## config.mk

```make
export PLATFORM = sky130hd
export DESIGN_NAME = psk_peak_search
export DESIGN_NICKNAME = d
export VERILOG_FILES = /design/src/rtl/psk_pkg.sv /design/src/rtl/psk_avg_acc.sv /design/src/rtl/psk_peak_search.sv
export SDC_FILE = /design/constraint.sdc
export NUM_CORES = 1
export LEC_CHECK = 0
export CAP_MARGIN = 20
export CELL_PAD_IN_SITES_DETAIL_PLACEMENT = 0
export CELL_PAD_IN_SITES_GLOBAL_PLACEMENT = 1
export CORE_MARGIN = 2
export CORE_UTILIZATION = 36
export CTS_CLUSTER_DIAMETER = 40
export DETAILED_ROUTE_END_ITERATION = 8
export PLACE_DENSITY_LB_ADDON = 0.1
export SYNTH_ARGS = -nofsm -noshare
export SYNTH_HDL_FRONTEND = slang
export SYNTH_HIERARCHICAL = 1
export SYNTH_SLANG_ARGS = --single-unit
```

## constraint.sdc

```tcl
create_clock -name clk -period 2 [get_ports clk]
set_clock_uncertainty 0.1 [all_clocks]
set_input_delay 0.5 -clock clk [delete_from_list [all_inputs] [get_ports clk]]
set_output_delay 0.5 -clock clk [all_outputs]
set_load 0.1 [all_outputs]
```

## src/rtl/psk_pkg.sv

```systemverilog
// Shared types and widths for the PSK phase peak search.
// Holds the FSM state enum, the phase word width and the magnitude width.
package psk_pkg;

   localparam int PCW_W = 12;
   localparam int VAL_W = 8;

   typedef enum logic [2:0] {
      IDLE,
      SETTLE,
      MEASURE,
      COMPARE,
      REPORT
   } state_t;

endpackage

```

## src/rtl/psk_avg_acc.sv

```systemverilog
// Strobe counter, accumulator and shift-average for one phase bin.
// Ports: clk, rst_in (sync, active-low), clr_i, en_i, value_i -> last_o, avg_o.
module psk_avg_acc
   import psk_pkg::*;
#(
   parameter int NAVG = 4
) (
   input  logic             clk,
   input  logic             rst_in,
   input  logic             clr_i,
   input  logic             en_i,
   input  logic [VAL_W-1:0] value_i,
   output logic             last_o,
   output logic [VAL_W-1:0] avg_o
);

   localparam int LGA = $clog2(NAVG);
   localparam int CW  = (LGA > 0) ? LGA : 1;
   localparam int AW  = VAL_W + LGA;

   logic [CW-1:0] cnt_q, cnt_d;
   logic [AW-1:0] acc_q, acc_d;

   always_comb begin
      cnt_d = cnt_q;
      acc_d = acc_q;
      if (clr_i) begin
         cnt_d = '0;
         acc_d = '0;
      end else if (en_i) begin
         cnt_d = cnt_q + 1'b1;
         acc_d = acc_q + AW'(value_i);
      end
   end

   always_ff @(posedge clk) begin
      if (!rst_in) begin
         cnt_q <= '0;
         acc_q <= '0;
      end else begin
         cnt_q <= cnt_d;
         acc_q <= acc_d;
      end
   end

   // High on the strobe that completes the bin's average.
   assign last_o = en_i && (cnt_q == CW'(NAVG - 1));
   assign avg_o  = VAL_W'(acc_q >> LGA);

endmodule

```

## src/rtl/psk_peak_search.sv

```systemverilog
// Sweeps NBINS phase bins, averages NAVG strobes each, reports the best bin.
// Ports: clk, rst_in, start, value, stb, res_ready -> pcw, busy, res_valid,
// peak_bin, peak_value, lock. Macro PSK_PEAK_THRESH_EN enables lock.
module psk_peak_search
   import psk_pkg::*;
#(
   parameter int         NBINS  = 16,
   parameter int         NAVG   = 4,
   parameter int         NSKIP  = 1,
   parameter logic [7:0] THRESH = 8'd96
) (
   input  logic             clk,
   input  logic             rst_in,
   input  logic             start,
   input  logic [VAL_W-1:0] value,
   input  logic             stb,
   output logic [PCW_W-1:0] pcw,
   output logic             busy,
   output logic             res_valid,
   input  logic             res_ready,
   output logic [5:0]       peak_bin,
   output logic [VAL_W-1:0] peak_value,
   output logic             lock
);

   localparam int LGB = $clog2(NBINS);
   localparam int SKW = $clog2(NSKIP + 1) + 1;

   state_t           state_q, state_d;
   logic [LGB-1:0]   bin_q, bin_d;
   logic [SKW-1:0]   skip_q, skip_d;
   logic [VAL_W-1:0] best_val_q, best_val_d;
   logic [LGB-1:0]   best_bin_q, best_bin_d;
   logic [PCW_W-1:0] pcw_q, pcw_d;
   logic [5:0]       pk_bin_q, pk_bin_d;
   logic [VAL_W-1:0] pk_val_q, pk_val_d;

   logic             acc_clr;
   logic             acc_en;
   logic             acc_last;
   logic [VAL_W-1:0] avg;

   assign acc_clr = (state_q == IDLE) || (state_q == COMPARE);
   assign acc_en  = (state_q == MEASURE) && stb;

   psk_avg_acc #(
      .NAVG(NAVG)
   ) u_acc (
      .clk    (clk),
      .rst_in (rst_in),
      .clr_i  (acc_clr),
      .en_i   (acc_en),
      .value_i(value),
      .last_o (acc_last),
      .avg_o  (avg)
   );

   always_comb begin
      state_d    = state_q;
      bin_d      = bin_q;
      skip_d     = skip_q;
      best_val_d = best_val_q;
      best_bin_d = best_bin_q;
      pk_bin_d   = pk_bin_q;
      pk_val_d   = pk_val_q;
      unique case (state_q)
         IDLE: begin
            if (start) begin
               state_d    = SETTLE;
               bin_d      = '0;
               skip_d     = '0;
               best_val_d = '0;
               best_bin_d = '0;
            end
         end
         SETTLE: begin
            if (NSKIP == 0) begin
               state_d = MEASURE;
            end else if (stb) begin
               if (skip_q == SKW'(NSKIP - 1)) begin
                  skip_d  = '0;
                  state_d = MEASURE;
               end else begin
                  skip_d = skip_q + 1'b1;
               end
            end
         end
         MEASURE: begin
            if (acc_last) state_d = COMPARE;
         end
         COMPARE: begin
            // Strict compare: an equal later bin never displaces an earlier one.
            if (avg > best_val_q) begin
               best_val_d = avg;
               best_bin_d = bin_q;
            end
            pk_val_d = best_val_d;
            pk_bin_d = 6'(best_bin_d);
            if (bin_q == LGB'(NBINS - 1)) begin
               state_d = REPORT;
            end else begin
               bin_d   = bin_q + 1'b1;
               state_d = SETTLE;
            end
         end
         REPORT: begin
            if (res_ready) state_d = IDLE;
         end
         default: state_d = IDLE;
      endcase
      // Registered from bin_d so the NCO word moves on the same edge as bin.
      pcw_d = PCW_W'(bin_d) << (PCW_W - LGB);
   end

   always_ff @(posedge clk) begin
      if (!rst_in) begin
         state_q    <= IDLE;
         bin_q      <= '0;
         skip_q     <= '0;
         best_val_q <= '0;
         best_bin_q <= '0;
         pcw_q      <= '0;
         pk_bin_q   <= '0;
         pk_val_q   <= '0;
      end else begin
         state_q    <= state_d;
         bin_q      <= bin_d;
         skip_q     <= skip_d;
         best_val_q <= best_val_d;
         best_bin_q <= best_bin_d;
         pcw_q      <= pcw_d;
         pk_bin_q   <= pk_bin_d;
         pk_val_q   <= pk_val_d;
      end
   end

`ifdef PSK_PEAK_THRESH_EN
   logic lock_q, lock_d;

   always_comb begin
      lock_d = lock_q;
      if (state_q == COMPARE) lock_d = (best_val_d > THRESH);
   end

   always_ff @(posedge clk) begin
      if (!rst_in) lock_q <= 1'b0;
      else         lock_q <= lock_d;
   end

   assign lock = lock_q;
`else
   // Constant-only reference; no comparator is built.
   logic unused_thresh;
   assign unused_thresh = ^THRESH;
   assign lock          = 1'b0;
`endif

   assign pcw        = pcw_q;
   assign busy       = (state_q == SETTLE) || (state_q == MEASURE) ||
                       (state_q == COMPARE);
   assign res_valid  = (state_q == REPORT);
   assign peak_bin   = pk_bin_q;
   assign peak_value = pk_val_q;

endmodule

```

---- Yosys cells after proc, flatten, opt, wreduce, memory -nomap -nowiden ----
Index checks and enable logic that the tools add are counted.
cells by class
  add/subtract/negate cells ............... 4
  order comparisons ....................... 1
  equal/unequal tests ..................... 11
  muxes and demuxes ....................... 20
  bitwise gates (word level) .............. 1
  reductions and logical operators ........ 13
operator list
  operator                                                         number
  3-bit 2-to-1 mux                                                 6
  4-bit 2-to-1 mux                                                 4
  8-bit 2-to-1 mux                                                 2
  4-bit one-hot mux with 2 select lines                            2
  8-bit one-hot mux with 2 select lines                            1
  3-bit one-hot mux with 5 select lines                            1
  10-bit by 8-bit adder with 10-bit output                         1
  8-bit > comparator                                               1
  2-bit != test, second input constant                             4
  3-bit by 2-bit == test with 1-bit output, second input constant  2
  2-bit 2-to-1 mux                                                 3
  5-bit AND reduction                                              1
  2-bit by 1-bit adder with 2-bit output, second input constant    2
  4-bit by 1-bit adder with 4-bit output, second input constant    1
  4-bit == test, second input constant                             1
  2-bit one-hot mux with 2 select lines                            1
  2-bit nonzero test                                               2
  3-bit by 1-bit == test with 1-bit output, second input constant  1
  3-bit == test, second input constant                             1
  3-bit zero test                                                  1
  1-bit logical OR                                                 3
  3-bit AND reduction                                              1
  2-bit == test, second input constant                             1
  1-bit logical AND                                                2
  other kinds (5)                                                  5
word-level totals
  register bits after elaboration ......... 53
  input port bits ......................... 13
  output and inout port bits .............. 29
  word-level logic and storage cells ...... 60

---- Depth between registers and ports, before layout ----
  word-level depth ........................ 5
  mapped depth ............................ 10
  gate-level depth less buffers ........... 8

---- Modules after synthesis ----
The synthesis kept the hierarchy.
modules (own cells, without submodules)
  module           instances  cells an instance  area an instance (um^2)  sequential area each (um^2)
  psk_peak_search  1          233                1888.1                   660.6
  psk_avg_acc      1          103                892.1                    240.2

---- Worst setup path after synthesis ----
OpenSTA, ideal clock, no wires.
  path type ............................... reg-to-output
  start ................................... reg state_q[2]
  end ..................................... out busy
  data arrival time ....................... 1.816 ns
  required time ........................... 1.400 ns
  path slack .............................. -0.416 ns
  stages on the path, launching flop included .. 3
  path buffers ............................ 1
  cells stage by stage .................... dfxtp_1 > clkbuf_1 > nor2_1
on the way
  word-level cells in the longest chain between the ends .. 3
  elaborated cells between the ends (all ways) .. 5
  those cells by class .................... eq/ne: 3; reduce/logical: 2
RTL lines
  what                                                                                                         RTL line                RTL
  start, declared                                                                                              psk_peak_search.sv:29   state_t state_q, state_d;
  start signal, assigned                                                                                       psk_peak_search.sv:126  state_q <= state_d;
  3-bit by 1-bit == test with 1-bit output / 3-bit by 2-bit == test with 1-bit output (equally long branches)  psk_peak_search.sv:159  assign busy = (state_q == SETTLE) || (state_q == MEASURE) ||
  1-bit logical OR                                                                                             psk_peak_search.sv:159
  1-bit logical OR *                                                                                           psk_peak_search.sv:159
  end, declared                                                                                                psk_peak_search.sv:18   output logic busy,
Mark *: on every way between the ends. The rest lies on a longest branch, timed or not.

---- Worst setup path in the final report ----
  start ................................... reg best_val_q[1]
  end ..................................... reg best_val_q[6]
on the way
  word-level cells in the longest chain between the ends .. 3
RTL lines
  what                                   RTL line                RTL
  start, declared                        psk_peak_search.sv:32   logic [VAL_W-1:0] best_val_q, best_val_d;
  start signal, assigned                 psk_peak_search.sv:129  best_val_q <= best_val_d;
  8-bit > comparator                     psk_peak_search.sv:93   if (avg > best_val_q) begin
  8-bit 2-to-1 mux                       psk_peak_search.sv:93
  8-bit one-hot mux with 2 select lines  psk_peak_search.sv:66   unique case (state_q)
Every way passes these cells.
A chain may end at the register's enable or synchronous reset.

==> results.cfg <==
[worst_setup_path]
slowest_delay_ns = 0.35
cpMaxStageDelayCell = dfxtp_2
path_cells = inv_2, ha_4, nor2b_4, o211ai_1, a211o_1, a21boi_4, clkbuf_16, mux2i_1
crit_required_ns = 2.12
critical_path_class = reg2reg
startpoint_type = flop
critPathCaptureType = flop
path_max_fanout = 6
cp.arrival_ns = 2.09

[clock_network]
root_buffer = clkbuf_8
cts.sinks = 45
clock_latency_ns = 0.30
clk_pin_slew_worst_paths_ns = 0.09
cts_buffers = 5
htree_levels = 2
cts_max_path_buffers = 2
cts_tree = built

[sta]
fin_tns_setup_ns = 0
slew_viol_final = 0
hold_viol_final = 0
worst_pin_slew_ns = 0.6151
min_period_ns = 1.969
setup_viol = 0
timing.final.crit_share_pct = 98.43
fmax_ghz = 0.5080
relSlewSlack_pct = 58.91
rsz0062_at_grt = yes

[detailed_routing]
detail-route-antenna-nets = 0
drt-initial-drc-count = 89
drc = 0
drt-total-wl_um = 6336
via_per_inst = 4.958
routedWlPerCell_um = 12.70
firstDrtPassIters = 4
route.vias.total = 2474

[power_and_ir_drop]
leakagePower_uw = 0.001472
p_total_uw = 1999
powerDensity_nw_per_um2 = 518.0
peakVddDrop_uv = 340.5

[cells_and_area]
area_growth_pct = 38.84
seqCellArea_um2 = 919.6
layout-drive-gt1-share_pct = 30.48
num_antenna_cells = 0
multi_input_area_um2 = 1747
fillers = 749
fin_area_um2 = 3860
finalNetCount = 431

[grt]
grt.total_usage_pct = 15.52
grt_overflow_total = 0
grt_pass1_wl_um = 10700
grt_max_degree = 45
grt_antenna_before_repair = 0
grt_pass1_vias = 2239

[place]
dpl_cell_area_um2 = 3582
gp_congestion = 0.7848
io_buffers = 30
dpl.hpwl_um = 4691

[yosys]
synth_xor_area_share_pct = 1.890
synth-seq-area-share_pct = 32.40
yosysWarningCount = 6
synth_largest_area_cell = dfxtp_1
synthCells = 336
synth-simple-area-share_pct = 20.25
synth_top_family_by_area = simple AND/OR/NAND/NOR gates
yosysMostFrequentCell = dfxtp_1
synth-seq-cells = 45
synthMuxAreaShare_pct = 6.481
synth-edff-count = 0
synth_ff_type = dfxtp_1
synth_top_area_share_pct = 32.40
ys_top_cells_by_area = dfxtp_1, ha_1, mux2i_1, nand3_1, o21ai_0
synth_compound_gate_area_share_pct = 18.27
synth_commonest_cells = dfxtp_1, nand3_1, o21ai_0, nand2_1, buf_4
synthAdderAreaFrac_pct = 9.721
async_reset_ff_share_pct = 0
syn_area_per_cell_um2 = 8.274
synth_cell_types = 47
syn_area_um2 = 2780

[run]
drv_cap = 0

[floorplanning]
ios = 42
std_cell_rows = 32
core-area_um2 = 7607
dieWidth_um = 91.88
die_y_um = 91.88
dieArea_um2 = 8442
initial_core_util_pct = 36.55

[status]
run_status = finished, final reports clean

[hold_path]
hold_class = reg2reg
## stage by stage
step	hold slack, ns	cells	setup slack [ns]	util (%)
2_1_floorplan	0.3468	346	-0.04053	-
6_report	0.3721	499	0.03135	50.74
5_1_grt	0.3833	499	-0.04991	50.74
4_1_cts	0.3752	495	-0.06630	48.93
3_3_place_gp	0.3555	487	-0.5188	47.09
3_5_place_dp	0.3618	487	-0.5485	47.09
## sequential cells by signal, indices dropped and copies added (netlist names)
name / count
u_acc/acc_q: 10
best_val_q: 8
state_q: 3
best_bin_q: 4
u_acc/cnt_q: 2
pcw: 4
skip_q: 2
peak_value: 8
peak_bin: 4
## area by class of cell
type | instances | area share, %
clock buffers | 5 | 1.783
well taps | 102 | 3.306
multi-input cells | 246 | 45.25
repair buffers | 83 | 23.37
clock inverters | 2 | 0.9076
flip-flops and latches | 45 | 23.82
inverters | 16 | 1.556
## critical path, delay by kind of cell, from the launching register on
kind | cells | cell delay, ns
AOI/OAI and AO/OA | 3 | 0.68
adders and majority gates | 1 | 0.26
buffers and inverters | 2 | 0.23
DFF | 1 | 0.35
muxes | 1 | 0.17
and+or+nand+nor | 1 | 0.12
## where the power goes
part / internal, uW / switching, uW / leakage [uW]
clock: 363 / 306 / 0.0000540
combinational: 136 / 279 / 0.00105
sequential: 904 / 11.3 / 0.000370
total: 1400 / 596 / 0.00147
## kinds of logic after synthesis
kind of cell | after synthesis
compound gates | 81
buf+inv | 55
flops | 45
other cells | 1
mux | 18
xor+xnor | 6
fa+ha+maj | 21
simple gates | 109
## routing by layer
layer / global-route usage [%] / share of wire, % / wire, um
met1: 21.64 / 51 / 3240
met2: 24.69 / 45 / 2846
met3: 3.122 / 2.9 / 181
met4: 3.731 / 1.1 / 68
met5: 0 / 0 / 0
## final timing paths
path / from / to / slack (ns) / cells after the start
max: best_val_q[1] / best_val_q[6] / 0.03 / 8
max reg2reg: best_val_q[1] / best_val_q[6] / 0.03 / 8
min reg2reg: best_bin_q[1] / best_bin_q[1] / 0.37 / 2
min: best_bin_q[1] / best_bin_q[1] / 0.37 / 2
## timing repair
item / in CTS / in global routing
buffers inserted: 1 / 3
hold buffers: 0 / 0
endpoints found under the setup margin: 11 / 28
pin swaps: 11 / 11
resized for setup: 22 / 21
cloned: 0 / 1
## cells in the final DEF, fill, tap and decap left out, types with 3 or more instances in the layout
cell	netlist	final
buf_4	21	50
nand3_1	35	35
o21ai_0	32	30
dfxtp_1	45	30
nand2_1	22	21
buf_12	0	19
mux2i_1	18	18
a31oi_1	15	15
dfxtp_2	0	15
nor2_1	15	13
ha_1	20	13
inv_1	16	12
a21oi_1	12	11
conb_1	1	11
ha_4	0	7
xnor2_1	6	6
clkdlybuf4s50_1	0	6
nor2b_1	5	5
nor3_1	5	5
clkbuf_8	0	5
inv_2	0	4
and2_1	6	4
nor3b_1	5	4
o21a_1	4	4
dlygate4sd2_1	0	4
nor2_2	1	3
a211oi_1	3	3
nand2b_1	3	3
and3_1	3	3
No activity file was read; power rests on OpenSTA's default activity.
